--- src/rtl/alu_issue_stage.sv ---
// alu_issue_stage: execute-issue stage directly upstream of the ALU.
// Decoded ops arrive from decode over valid/ready and are held in a two-entry
// skid buffer: an output register O and a skid register S. The ALU and
// writeback are driven straight from O.
// The optional writeback-to-execute forwarding is enabled by defining the
// macro ALU_ISSUE_FWD_EN. When it is undefined, the wb_* ports are ignored.
//
// Ports:
//   clk, rst_n                   clock, synchronous active-low reset
//   flush                        kill all held entries (branch taken)
//   in_valid/in_ready            decode handshake; in_ready is registered
//   in_op, in_srcA, in_srcB      op and operands as read from the regfile
//   in_rsA, in_rsB, in_rd        source and destination register indices
//   wb_en, wb_rd, wb_data        writeback port, snooped for forwarding
//   out_valid/out_ready          downstream handshake on O
//   alu_op, alu_srcA, alu_srcB   ALU operands taken from O (ALU_NOP when empty)
//   out_rd                       destination register travelling with O

package alu_issue_stage_pkg;
    typedef enum logic [2:0] {
        ALU_NOP = 3'd0,
        ALU_ADD = 3'd1,
        ALU_SUB = 3'd2,
        ALU_AND = 3'd3,
        ALU_OR  = 3'd4,
        ALU_XOR = 3'd5,
        ALU_SLL = 3'd6,
        ALU_SRL = 3'd7
    } e_alu_op;
endpackage

module alu_issue_stage
    import alu_issue_stage_pkg::*;
#(
    parameter int unsigned WIDTH = 8,
    parameter int unsigned REG_W = 2
) (
    input  logic             clk,
    input  logic             rst_n,
    input  logic             flush,
    input  logic             in_valid,
    output logic             in_ready,
    input  e_alu_op          in_op,
    input  logic [WIDTH-1:0] in_srcA,
    input  logic [WIDTH-1:0] in_srcB,
    input  logic [REG_W-1:0] in_rsA,
    input  logic [REG_W-1:0] in_rsB,
    input  logic [REG_W-1:0] in_rd,
    input  logic             wb_en,
    input  logic [REG_W-1:0] wb_rd,
    input  logic [WIDTH-1:0] wb_data,
    output logic             out_valid,
    input  logic             out_ready,
    output e_alu_op          alu_op,
    output logic [WIDTH-1:0] alu_srcA,
    output logic [WIDTH-1:0] alu_srcB,
    output logic [REG_W-1:0] out_rd
);

    // One held decoded op.
    typedef struct packed {
        e_alu_op          op;
        logic [WIDTH-1:0] srca;
        logic [WIDTH-1:0] srcb;
        logic [REG_W-1:0] rd;
        logic [REG_W-1:0] rsa;
        logic [REG_W-1:0] rsb;
    } entry_t;

    localparam entry_t EMPTY_ENTRY = '{op: ALU_NOP, default: '0};

    entry_t o_q, o_d;
    entry_t s_q, s_d;
    logic   o_valid_q, o_valid_d;
    logic   s_valid_q, s_valid_d;
    logic   in_ready_q, in_ready_d;

    entry_t in_ent;
    entry_t o_snp, s_snp, in_snp;
    logic   acc, pop;

    assign in_ent = '{op: in_op, srca: in_srcA, srcb: in_srcB,
                      rd: in_rd, rsa: in_rsA, rsb: in_rsB};

`ifdef ALU_ISSUE_FWD_EN
    // Replace any operand whose source register is being written back this cycle.
    function automatic entry_t snoop(input entry_t e, input logic en,
                                     input logic [REG_W-1:0] rd,
                                     input logic [WIDTH-1:0] data);
        entry_t r;
        r = e;
        if (en && (rd != '0)) begin
            if (e.rsa == rd) r.srca = data;
            if (e.rsb == rd) r.srcb = data;
        end
        return r;
    endfunction

    assign o_snp  = snoop(o_q, wb_en, wb_rd, wb_data);
    assign s_snp  = snoop(s_q, wb_en, wb_rd, wb_data);
    assign in_snp = snoop(in_ent, wb_en, wb_rd, wb_data);
`else
    // Forwarding disabled: operands pass through, writeback port is unused.
    logic unused_wb;
    assign unused_wb = ^{wb_en, wb_rd, wb_data};
    assign o_snp  = o_q;
    assign s_snp  = s_q;
    assign in_snp = in_ent;
`endif

    assign acc = in_valid && in_ready_q;
    assign pop = o_valid_q && out_ready;

    // Next-state: flush beats data movement; S drains into O before new input.
    always_comb begin
        o_d       = o_snp;
        s_d       = s_snp;
        o_valid_d = o_valid_q;
        s_valid_d = s_valid_q;

        if (flush) begin
            o_d       = EMPTY_ENTRY;
            s_d       = EMPTY_ENTRY;
            o_valid_d = 1'b0;
            s_valid_d = 1'b0;
        end else if (!o_valid_q || pop) begin
            if (s_valid_q) begin
                o_d       = s_snp;
                o_valid_d = 1'b1;
                s_d       = EMPTY_ENTRY;
                s_valid_d = 1'b0;
            end else if (acc) begin
                o_d       = in_snp;
                o_valid_d = 1'b1;
            end else begin
                // Cleared so alu_op reads ALU_NOP while O is empty.
                o_d       = EMPTY_ENTRY;
                o_valid_d = 1'b0;
            end
        end else if (acc) begin
            s_d       = in_snp;
            s_valid_d = 1'b1;
        end

        in_ready_d = !s_valid_d;
    end

    // State register.
    always_ff @(posedge clk) begin
        if (!rst_n) begin
            o_q        <= EMPTY_ENTRY;
            s_q        <= EMPTY_ENTRY;
            o_valid_q  <= 1'b0;
            s_valid_q  <= 1'b0;
            in_ready_q <= 1'b1;
        end else begin
            o_q        <= o_d;
            s_q        <= s_d;
            o_valid_q  <= o_valid_d;
            s_valid_q  <= s_valid_d;
            in_ready_q <= in_ready_d;
        end
    end

    assign in_ready  = in_ready_q;
    assign out_valid = o_valid_q;
    assign alu_op    = o_q.op;
    assign alu_srcA  = o_q.srca;
    assign alu_srcB  = o_q.srcb;
    assign out_rd    = o_q.rd;

endmodule
--- config.mk ---
export PLATFORM = sky130hd
export DESIGN_NAME = alu_issue_stage
export DESIGN_NICKNAME = d
export VERILOG_FILES = /design/src/rtl/alu_issue_stage.sv
export SDC_FILE = /design/constraint.sdc
export NUM_CORES = 1
export LEC_CHECK = 0
export BUFFER_PORTS_ARGS = -buffer_cell sky130_fd_sc_hd__buf_2
export CORE_MARGIN = 5
export CORE_UTILIZATION = 48
export DETAILED_ROUTE_END_ITERATION = 8
export PLACE_DENSITY_LB_ADDON = 0.1
export SYNTH_ARGS = -nofsm -noshare
export SYNTH_HDL_FRONTEND = slang
export SYNTH_SLANG_ARGS = --single-unit
--- constraint.sdc ---
create_clock -name clk -period 1.31 [get_ports clk]
set_input_delay 0 -clock clk [delete_from_list [all_inputs] [get_ports clk]]
set_output_delay 0 -clock clk [all_outputs]
set_load 0.01 [all_outputs]
==> results.md, run 1 <==
* Status: complete, but fails checks
* Failing checks: setup timing
* Crit path cell chain: buf_6 > and3b_2 > buf_6 > a221oi_2 > nor3_1
* Post-Syn Area at 0.00178 mm²
* Total die area at 0.00503 mm²
* Worst skew pair latency at 0.30 ns
* Least-Margin Pin Slew at 0.335 ns
* Clock Sinks at 45
* Synth Net Count at 198
* Site Rows at 22
* Worst path most repeated cell: buf_6
* CP Capture Type: register
* Core footprint at 0.00363 mm²
* Power Density at 957 mW/mm²
* Initial Utilization at 49.1%
* Total CTS buffers at 5
* Max-slew violation count at 0
* Synth Instances at 157
* Clock Pin Slew Worst Setup and Hold Paths at 0.07 ns
* Sequential area share after synthesis at 50.5%
* Cells after DPL at 248
* Syn Area/Cell at 11.4 µm²
* #FFs+latches synth at 45
* Post-detailed-route count of antenna-violating nets at 0
* DR vias/cell at 5.60
* Met3 Usage GRT at 5.26%
* Largest net degree at the start of global routing at 25
* Met2 Use GR at 33.9%
* Io pins at 64
* Largest fanout on the critical path at 5
* Fillers at 254
* Nets at 287
* DRC at 0
* GR peak layer: met2
* Buffers on Ports at 48
* Final Hold Violating Endpoints at 0
* Max_cap viols at 0
* Die Width at 70.9 µm
* Data arrival, critical path at 1.49 ns
* Max incr delay on CP at 0.33 ns
* Netlist cell types at 20
* Vias in the first global route at 1670
* GRT Total Usage at 19.0%
* Final Wtd Congestion at 0.726
* Final Cell Area at 0.00275 mm²
* Via count at 1651
* Total Routed Length at 5140 µm
* Multi-input gate area at 938 µm²
* RSZ-0062 raised after global routing: yes
* Fmax at 762 MHz
* Crit path launch type: register
* Antenna violations before repair at 0
* H-tree depth at 2
* First-pass GRT wire length at 7670 µm
* Die extent in y at 70.9 µm
* Critical path class: reg -> reg
* WP data required at 1.48 ns
* Lkg Pwr at 1.19 nW
* Place WS at -0.355 ns
* CTS Root Cell: clkbuf_8
* Wire per inst at 17.4 µm
* Global route overflow at 0
* Cell Area, Placed at 0.00206 mm²
* Post-DP HPWL at 2750 µm
* PnR worst setup slack at -0.00194 ns
* Crit share post-route at 100%
* DR iter-0 viols at 101
* N_diodes at 0
* Final setup fails at 1
* Warnings, synthesis at 0
* Max transition margin at 77.6%
* Layout cells sized above 1 at 47.4%
* Met1 usage at 21.5%
* Slowest-stage cell, CP: dfxtp_2
* Hold WS at 0.143 ns
* Clk_skew at 0.00290 ns
* Length of the first detailed-routing pass in iterations at 4
* CTS tree: done
* FF+latch area at 910 µm²
* Clock Path Buffers at 2
* Layout area overhead at 54.0%
* Peak VDD IR at 655 µV
* Layout Cells excl Fill at 295
* Clock period minus worst slack at 1.31 ns
* Type of the tightest min-delay check: in -> reg
[final cells by class]
class	count	share of cell area [%]
Sequential cell	45	33.1
Clock buffer	8	2.92
Inverter	1	0.137
Multi-Input combinational cell	96	34.2
Tap cell	48	2.19
Timing Repair Buffer	97	27.4
[flip-flops by register name (all words and copies together), names as in the netlist]
signal and cells:
out_rd 2, alu_srcA 8, alu_srcB 8, s_valid_q 1, out_valid 1, in_ready 1
alu_op 3, s_q 21
[cells in the mapped netlist]
library cell  count  area share (%)
nor3_2            1            0.56
nor2b_1           1            0.35
a22o_1           21              10
a221oi_2         20              17
dfxtp_1          45              51
nand2b_1          1            0.35
and4b_1           1            0.56
or3_1             1            0.35
and3b_1           1            0.49
nand2b_4          1            0.77
a211oi_4          1             1.1
buf_2             7             2.0
a221oi_1          1            0.49
clkbuf_1          4            0.84
buf_6             5             3.2
a21oi_1           2            0.56
nor3_1           21             5.9
nand2_1           1            0.21
nor2_1           21             4.4
inv_1             1            0.21
[worst max-delay path, delay by kind of cell (launching register included)]
family          cells  cell delay (ns)
buf+inv             2             0.28
simple gates        2             0.34
compound gates      1             0.24
flops               1             0.33
[final timing paths]
kind         slack [ns]                  endpoint                     start  cells past startpoint
min                0.14    out_valid$_SDFFE_PP0P_                  in_valid                      4
min reg2reg        0.49  alu_srcB[1]$_SDFFE_PP0P_  alu_srcB[1]$_SDFFE_PP0P_                      2
max reg2reg      -0.002  alu_srcA[1]$_SDFFE_PP0P_       in_ready$_SDFF_PN1_                      5
max              -0.002  alu_srcA[1]$_SDFFE_PP0P_       in_ready$_SDFF_PN1_                      5
[logic make-up after synthesis]
logic type             after synthesis  synth area share, %
buffers and inverters               17                 6.17
AOI/OAI and AO/OA                   45                 29.3
and+or+nand+nor                     50                 14.0
DFF                                 45                 50.5
[cell usage in the layout, fill, tap and decap left out, types with 3 or more instances in the layout]
cell / n
dfxtp_1: 42
nor2_1: 21
buf_2: 49
a22o_1: 21
clkbuf_1: 3
a221oi_4: 9
buf_4: 16
nor3_1: 14
nor3_2: 7
dlygate4sd3_1: 21
clkbuf_8: 5
buf_6: 6
buf_12: 3
a221oi_2: 11
[stage by stage]
| step | TNS [ns] | power [mW] | utilization [%] |
|---|---|---|---|
| final | -0.00194 | 2.63 | 75.6 |
| after global routing | -0.683 | 2.72 | 75.6 |
| after CTS | 0 | 2.56 | 67.4 |
| after detailed placement | -7.10 | 1.70 | 56.7 |
| after global placement | -6.36 | 1.69 | 56.7 |
| after floorplan | 0 | 1.60 | - |
[repair_timing]
| action | 4_1_cts | 5_1_grt |
|---|---|---|
| hold buffers | 21 | 0 |
| pin swaps | 3 | 43 |
| gates cloned | 2 | 5 |
| resized for setup | 10 | 31 |
| endpoints found under the hold margin | 21 | 0 |
| buffers inserted | 4 | 7 |
| setup endpoints to repair | 23 | 41 |
[power by group]
group	leakage (nW)	switching, mW	internal (mW)	total, mW
clock	0.0395	0.435	0.379	0.815
combinational	0.790	0.189	0.216	0.405
sequential	0.366	0.0158	1.39	1.41
total	1.19	0.640	1.99	2.63
[per-layer routing]
metal  vias up  part of all wire, %
met3        13                  6.0
met4         0                  2.1
met1       805                   40
met5         -                    0
li1        778                    -
met2        55                   51
(Power assumes the default switching activity.)
==> run 2: changes to the inputs <==
--- a/config.mk
+++ b/config.mk
@@ -6,8 +6,7 @@
 export NUM_CORES = 1
 export LEC_CHECK = 0
 export BUFFER_PORTS_ARGS = -buffer_cell sky130_fd_sc_hd__buf_2
-export CORE_MARGIN = 5
-export CORE_UTILIZATION = 48
+export CORE_UTILIZATION = 44
 export DETAILED_ROUTE_END_ITERATION = 8
 export PLACE_DENSITY_LB_ADDON = 0.1
 export SYNTH_ARGS = -nofsm -noshare
==> constraint.sdc (replaced) <==
create_clock -name clk -period 1.15 [get_ports clk]
set_input_delay 0 -clock clk [delete_from_list [all_inputs] [get_ports clk]]
set_output_delay 0 -clock clk [all_outputs]
set_load 0.01 [all_outputs]
==> results.md, run 2 (synthesis gave the netlist of run 1 again) <==
* N_diodes at 0
* Status: complete, but fails checks
* Critical Path Source: in_ready$_SDFF_PN1_
* Clk_skew at 0.00700 ns
* Core footprint at 0.00377 mm²
* Global route overflow at 0
* Data arrival, critical path at 1.41 ns
* Hold_sp: in_valid
* H-tree depth at 2
* Via count at 1549
* Cells after DPL at 255
* CTS Root Cell: clkbuf_8
* Antenna violations before repair at 0
* DR iter-0 viols at 118
* Final Wtd Congestion at 0.755
* PnR worst setup slack at -0.0740 ns
* Least-Margin Pin Slew at 0.268 ns
* Buffers on Ports at 48
* Layout Cells excl Fill at 286
* Clock period minus worst slack at 1.22 ns
* Total Routed Length at 4420 µm
* Total die area at 0.00431 mm²
* Final Hold Violating Endpoints at 0
* Max_cap viols at 0
* CTS tree: done
* WP data required at 1.34 ns
* Layout area overhead at 43.6%
* Layout cells sized above 1 at 44.5%
* Max-slew violation count at 0
* GRT Total Usage at 22.8%
* First-pass GRT wire length at 7310 µm
* Power Density at 1190 mW/mm²
* CP Capture Type: register
* Fmax at 817 MHz
* Hold WS at 0.0430 ns
* Crit share post-route at 106%
* Die extent in y at 65.7 µm
* Post-DP HPWL at 2770 µm
* Largest fanout on the critical path at 5
* Most frequent cells in the layout: buf_2, dfxtp_1, a22o_1, nor2_1, dlygate4sd3_1
* Final setup fails at 42
* Reg-to-reg startpoint: in_ready$_SDFF_PN1_
* RSZ-0062 raised after global routing: yes
* Length of the first detailed-routing pass in iterations at 4
* Worst skew pair latency at 0.30 ns
* Clock Path Buffers at 2
* Clock Sinks at 45
* Max reg flops at 21
* Max transition margin at 82.1%
* Clock Pin Slew Worst Setup and Hold Paths at 0.08 ns
* Nets at 278
* Io pins at 64
* DR vias/cell at 5.42
* Wire per inst at 15.4 µm
* Initial Utilization at 47.3%
* Crit path launch type: register
* Vias in the first global route at 1566
* DRC at 0
* Site Rows at 22
* Die Width at 65.7 µm
* Lkg Pwr at 1.14 nW
* Failing checks: setup timing
* Total CTS buffers at 5
* Most common cell after layout, fill and taps aside: buf_2
* Largest net degree at the start of global routing at 15
* Place WS at -0.0598 ns
* Critical path class: reg -> reg
* Peak VDD IR at 816 µV
* Post-detailed-route count of antenna-violating nets at 0
* Reg with most FFs: s_q
* Type of the tightest min-delay check: in -> reg
run 2: changes by cell type in the layout (fill, tap and decap cells not counted), moves of 3 or more:
cell | previous run | this run
clkbuf_1 | 3 | 0
a221oi_2 | 11 | 19
nor3_1 | 14 | 20
nor3_2 | 7 | 2
buf_4 | 16 | 11
a221oi_4 | 9 | 2
run 2: final cells by class:
cell class                 instances  area [µm²]
multi-input combinational         95         810
timing repair buffer              89         683
clock inverter                     2        13.8
tap                               48        60.1
clock buffer                       6        82.6
inverter                           1        3.75
fill                             297        1210
sequential                        45         907
run 2: stage by stage:
stage / util (%) / power (mW) / cell area (µm²) / TNS [ns]
after floorplan: - / 1.82 / 1790 / 0
after global placement: 57.2 / 1.94 / 2160 / -0.155
after detailed placement: 57.2 / 1.95 / 2160 / -0.588
after CTS: 66.1 / 3.03 / 2490 / -0.903
after global routing: 67.9 / 3.16 / 2560 / -3.69
final: 67.9 / 3.04 / 2560 / -1.36
run 2: power breakdown:
group	leakage [nW]	internal, mW	switching [mW]
combinational	0.725	0.217	0.184
clock	0.0512	0.487	0.549
sequential	0.365	1.59	0.0174
total	1.14	2.29	0.751
run 2: timing repair:
item,4_1_cts,5_1_grt
buffers inserted,0,0
resized for setup,6,7
cloned,1,1
pin swaps,9,29
endpoints found under the hold margin,21,0
hold buffers,21,0
setup endpoints to repair,38,42
run 2: metal layers:
layer	vias up	global-route usage [%]	routed length (µm)
li1	757	-	-
met1	746	26.9	1940
met2	41	39.4	2220
met3	5	5.90	200
met4	0	7.88	53
met5	-	0	0
run 2: final timing paths:
path,end,slack (ns),cells past startpoint
setup / recovery,alu_srcA[3]$_SDFFE_PP0P_,-0.07,4
setup reg to reg,alu_srcA[3]$_SDFFE_PP0P_,-0.07,4
hold / removal,out_valid$_SDFFE_PP0P_,0.04,3
hold reg to reg,alu_srcB[4]$_SDFFE_PP0P_,0.49,2
run 2: critical path, stage by stage, from the launching register on:
cell       delay, ns
dfxtp_2         0.34
and3b_2         0.28
clkbuf_16       0.19
a221oi_2        0.24
nor3_1          0.06
==> run 3: changes to the inputs <==
--- a/config.mk
+++ b/config.mk
@@ -6,6 +6,7 @@
 export NUM_CORES = 1
 export LEC_CHECK = 0
 export BUFFER_PORTS_ARGS = -buffer_cell sky130_fd_sc_hd__buf_2
+export CORE_ASPECT_RATIO = 1.2
 export CORE_UTILIZATION = 44
 export DETAILED_ROUTE_END_ITERATION = 8
 export PLACE_DENSITY_LB_ADDON = 0.1
==> results.md, run 3 (synthesis gave the netlist of run 1 again) <==
* Cell Area, Placed at 0.00217 mm²
* DRC at 0
* Data arrival, critical path at 1.38 ns
* Max reg flops at 21
* Worst Hold Endpoint: out_valid$_SDFFE_PP0P_
* Most frequent cells in the layout: buf_2, dfxtp_1, a22o_1, nor2_1, dlygate4sd3_1
* Crit share post-route at 104%
* Via count at 1528
* CTS Root Cell: clkbuf_8
* Total die area at 0.00431 mm²
* Max transition margin at 80.9%
* DR iter-0 viols at 44
* Lkg Pwr at 1.13 nW
* H-tree depth at 2
* Hold_sp: in_valid
* Status: complete, but fails checks
* Worst skew pair latency at 0.30 ns
* Final Cell Area at 0.00258 mm²
* Final setup fails at 17
* Hold WS at 0.0672 ns
* WP data required at 1.34 ns
* Largest fanout on the critical path at 9
* DR vias/cell at 5.27
* Least-Margin Pin Slew at 0.286 ns
* Largest net degree at the start of global routing at 15
* Fillers at 333
* GRT Total Usage at 22.4%
* Layout cells sized above 1 at 43.6%
* Critical path class: reg -> reg
* Die Width at 60.1 µm
* Place WS at -0.0533 ns
* Clock Pin Slew Worst Setup and Hold Paths at 0.08 ns
* Reg-to-reg startpoint: s_valid_q$_SDFF_PN0_
* Layout area overhead at 44.7%
* Max_cap viols at 0
* Cells after DPL at 261
* Most common cell after layout, fill and taps aside: buf_2
* Final Hold Violating Endpoints at 0
* Post-DP HPWL at 2970 µm
* Clock Sinks at 45
* Io pins at 64
* Reg with most FFs: s_q
* Crit path launch type: register
* Cell count of the worst hold path at 3
* Length of the first detailed-routing pass in iterations at 4
* Clock Path Buffers at 2
* Worst Reg2Reg Path Length in Cells at 4
* Initial Utilization at 45.6%
* Clock period minus worst slack at 1.19 ns
* Nets at 276
* N_diodes at 0
* Layout Cells excl Fill at 290
* Site Rows at 25
* Global route overflow at 0
* Reg-to-Reg End: alu_srcB[7]$_SDFFE_PP0P_
* Antenna violations before repair at 0
* Total CTS buffers at 5
* FF-to-FF setup slack at -0.04 ns
* RSZ-0062 raised after global routing: yes
* PnR worst setup slack at -0.0425 ns
* Type of the tightest min-delay check: in -> reg
* CTS tree: done
* Power Density at 1220 mW/mm²
* Peak VDD IR at 844 µV
* Buffers on Ports at 48
* Core footprint at 0.00391 mm²
* Post-CTS setup repair buffer count at 0
* Post-detailed-route count of antenna-violating nets at 0
* Total Routed Length at 4240 µm
* Fmax at 839 MHz
* Max-slew violation count at 0
* Failing checks: setup timing
* Design Power at 3.14 mW
* Wire per inst at 14.6 µm
* Vias in the first global route at 1601
* CP Capture Type: register
* First-pass GRT wire length at 7180 µm
* Clk_skew at 0.00675 ns
* Final Wtd Congestion at 0.716
* Die extent in y at 71.7 µm
==> run 3: metrics by stage <==
stage / util, % / TNS [ns]
after global routing: 66.0 / -2.32
after CTS: 64.3 / -0.393
after detailed placement: 55.4 / -1.03
final: 66.0 / -0.349
after global placement: 55.4 / -0.348
after floorplan: - / 0
==> run 3: worst max path at each step <==
stage | start | to | slack (ns) | depth (start not counted)
6_report | s_valid_q$_SDFF_PN0_ | alu_srcB[7]$_SDFFE_PP0P_ | -0.04 | 4
5_1_grt | s_valid_q$_SDFF_PN0_ | alu_srcB[7]$_SDFFE_PP0P_ | -0.09 | 4
4_1_cts | s_valid_q$_SDFF_PN0_ | alu_srcB[0]$_SDFFE_PP0P_ | -0.04 | 4
3_5_place_dp | s_valid_q$_SDFF_PN0_ | alu_srcB[0]$_SDFFE_PP0P_ | -0.05 | 4
3_3_place_gp | s_valid_q$_SDFF_PN0_ | alu_srcB[0]$_SDFFE_PP0P_ | -0.03 | 4
2_1_floorplan | out_valid$_SDFFE_PP0P_ | s_q[4]$_SDFFE_PP0P_ | 0.00008 | 5
==> run 3: layer usage <==
| metal | vias to the layer above | wire length (µm) | global-route usage [%] |
|---|---|---|---|
| li1 | 751 | - | - |
| met1 | 736 | 1730 | 24.6 |
| met2 | 34 | 2310 | 40.0 |
| met3 | 7 | 141 | 5.96 |
| met4 | 0 | 62 | 8.01 |
| met5 | - | 0 | 0 |
==> run 3: cell type report <==
class	instances	area, µm²	area share [%]
Clock buffer	8	111	4.32
Inverter	1	3.75	0.145
Multi-Input combinational cell	95	836	32.4
Sequential cell	45	907	35.2
Tap cell	54	67.6	2.62
Timing Repair Buffer	87	654	25.4
==> run 3: worst max-delay path, stage by stage (launching register included) <==
cell and delay [ns]:
dfxtp_2 0.35, and3b_2 0.26, buf_12 0.16, a221oi_4 0.26, nor3_2 0.06
==> run 3: power by group <==
group          switching (mW)  internal, mW  total (mW)
Clock                   0.521         0.621        1.14
Combinational           0.183         0.213       0.396
Sequential             0.0166          1.59        1.60
==> run 3: timing repair <==
action                                 CTS  global route
hold buffers                            21             0
setup endpoints to repair               40            44
pin swaps                               11            11
resized for setup                        7             9
cloned                                   0             0
endpoints found under the hold margin   21             0
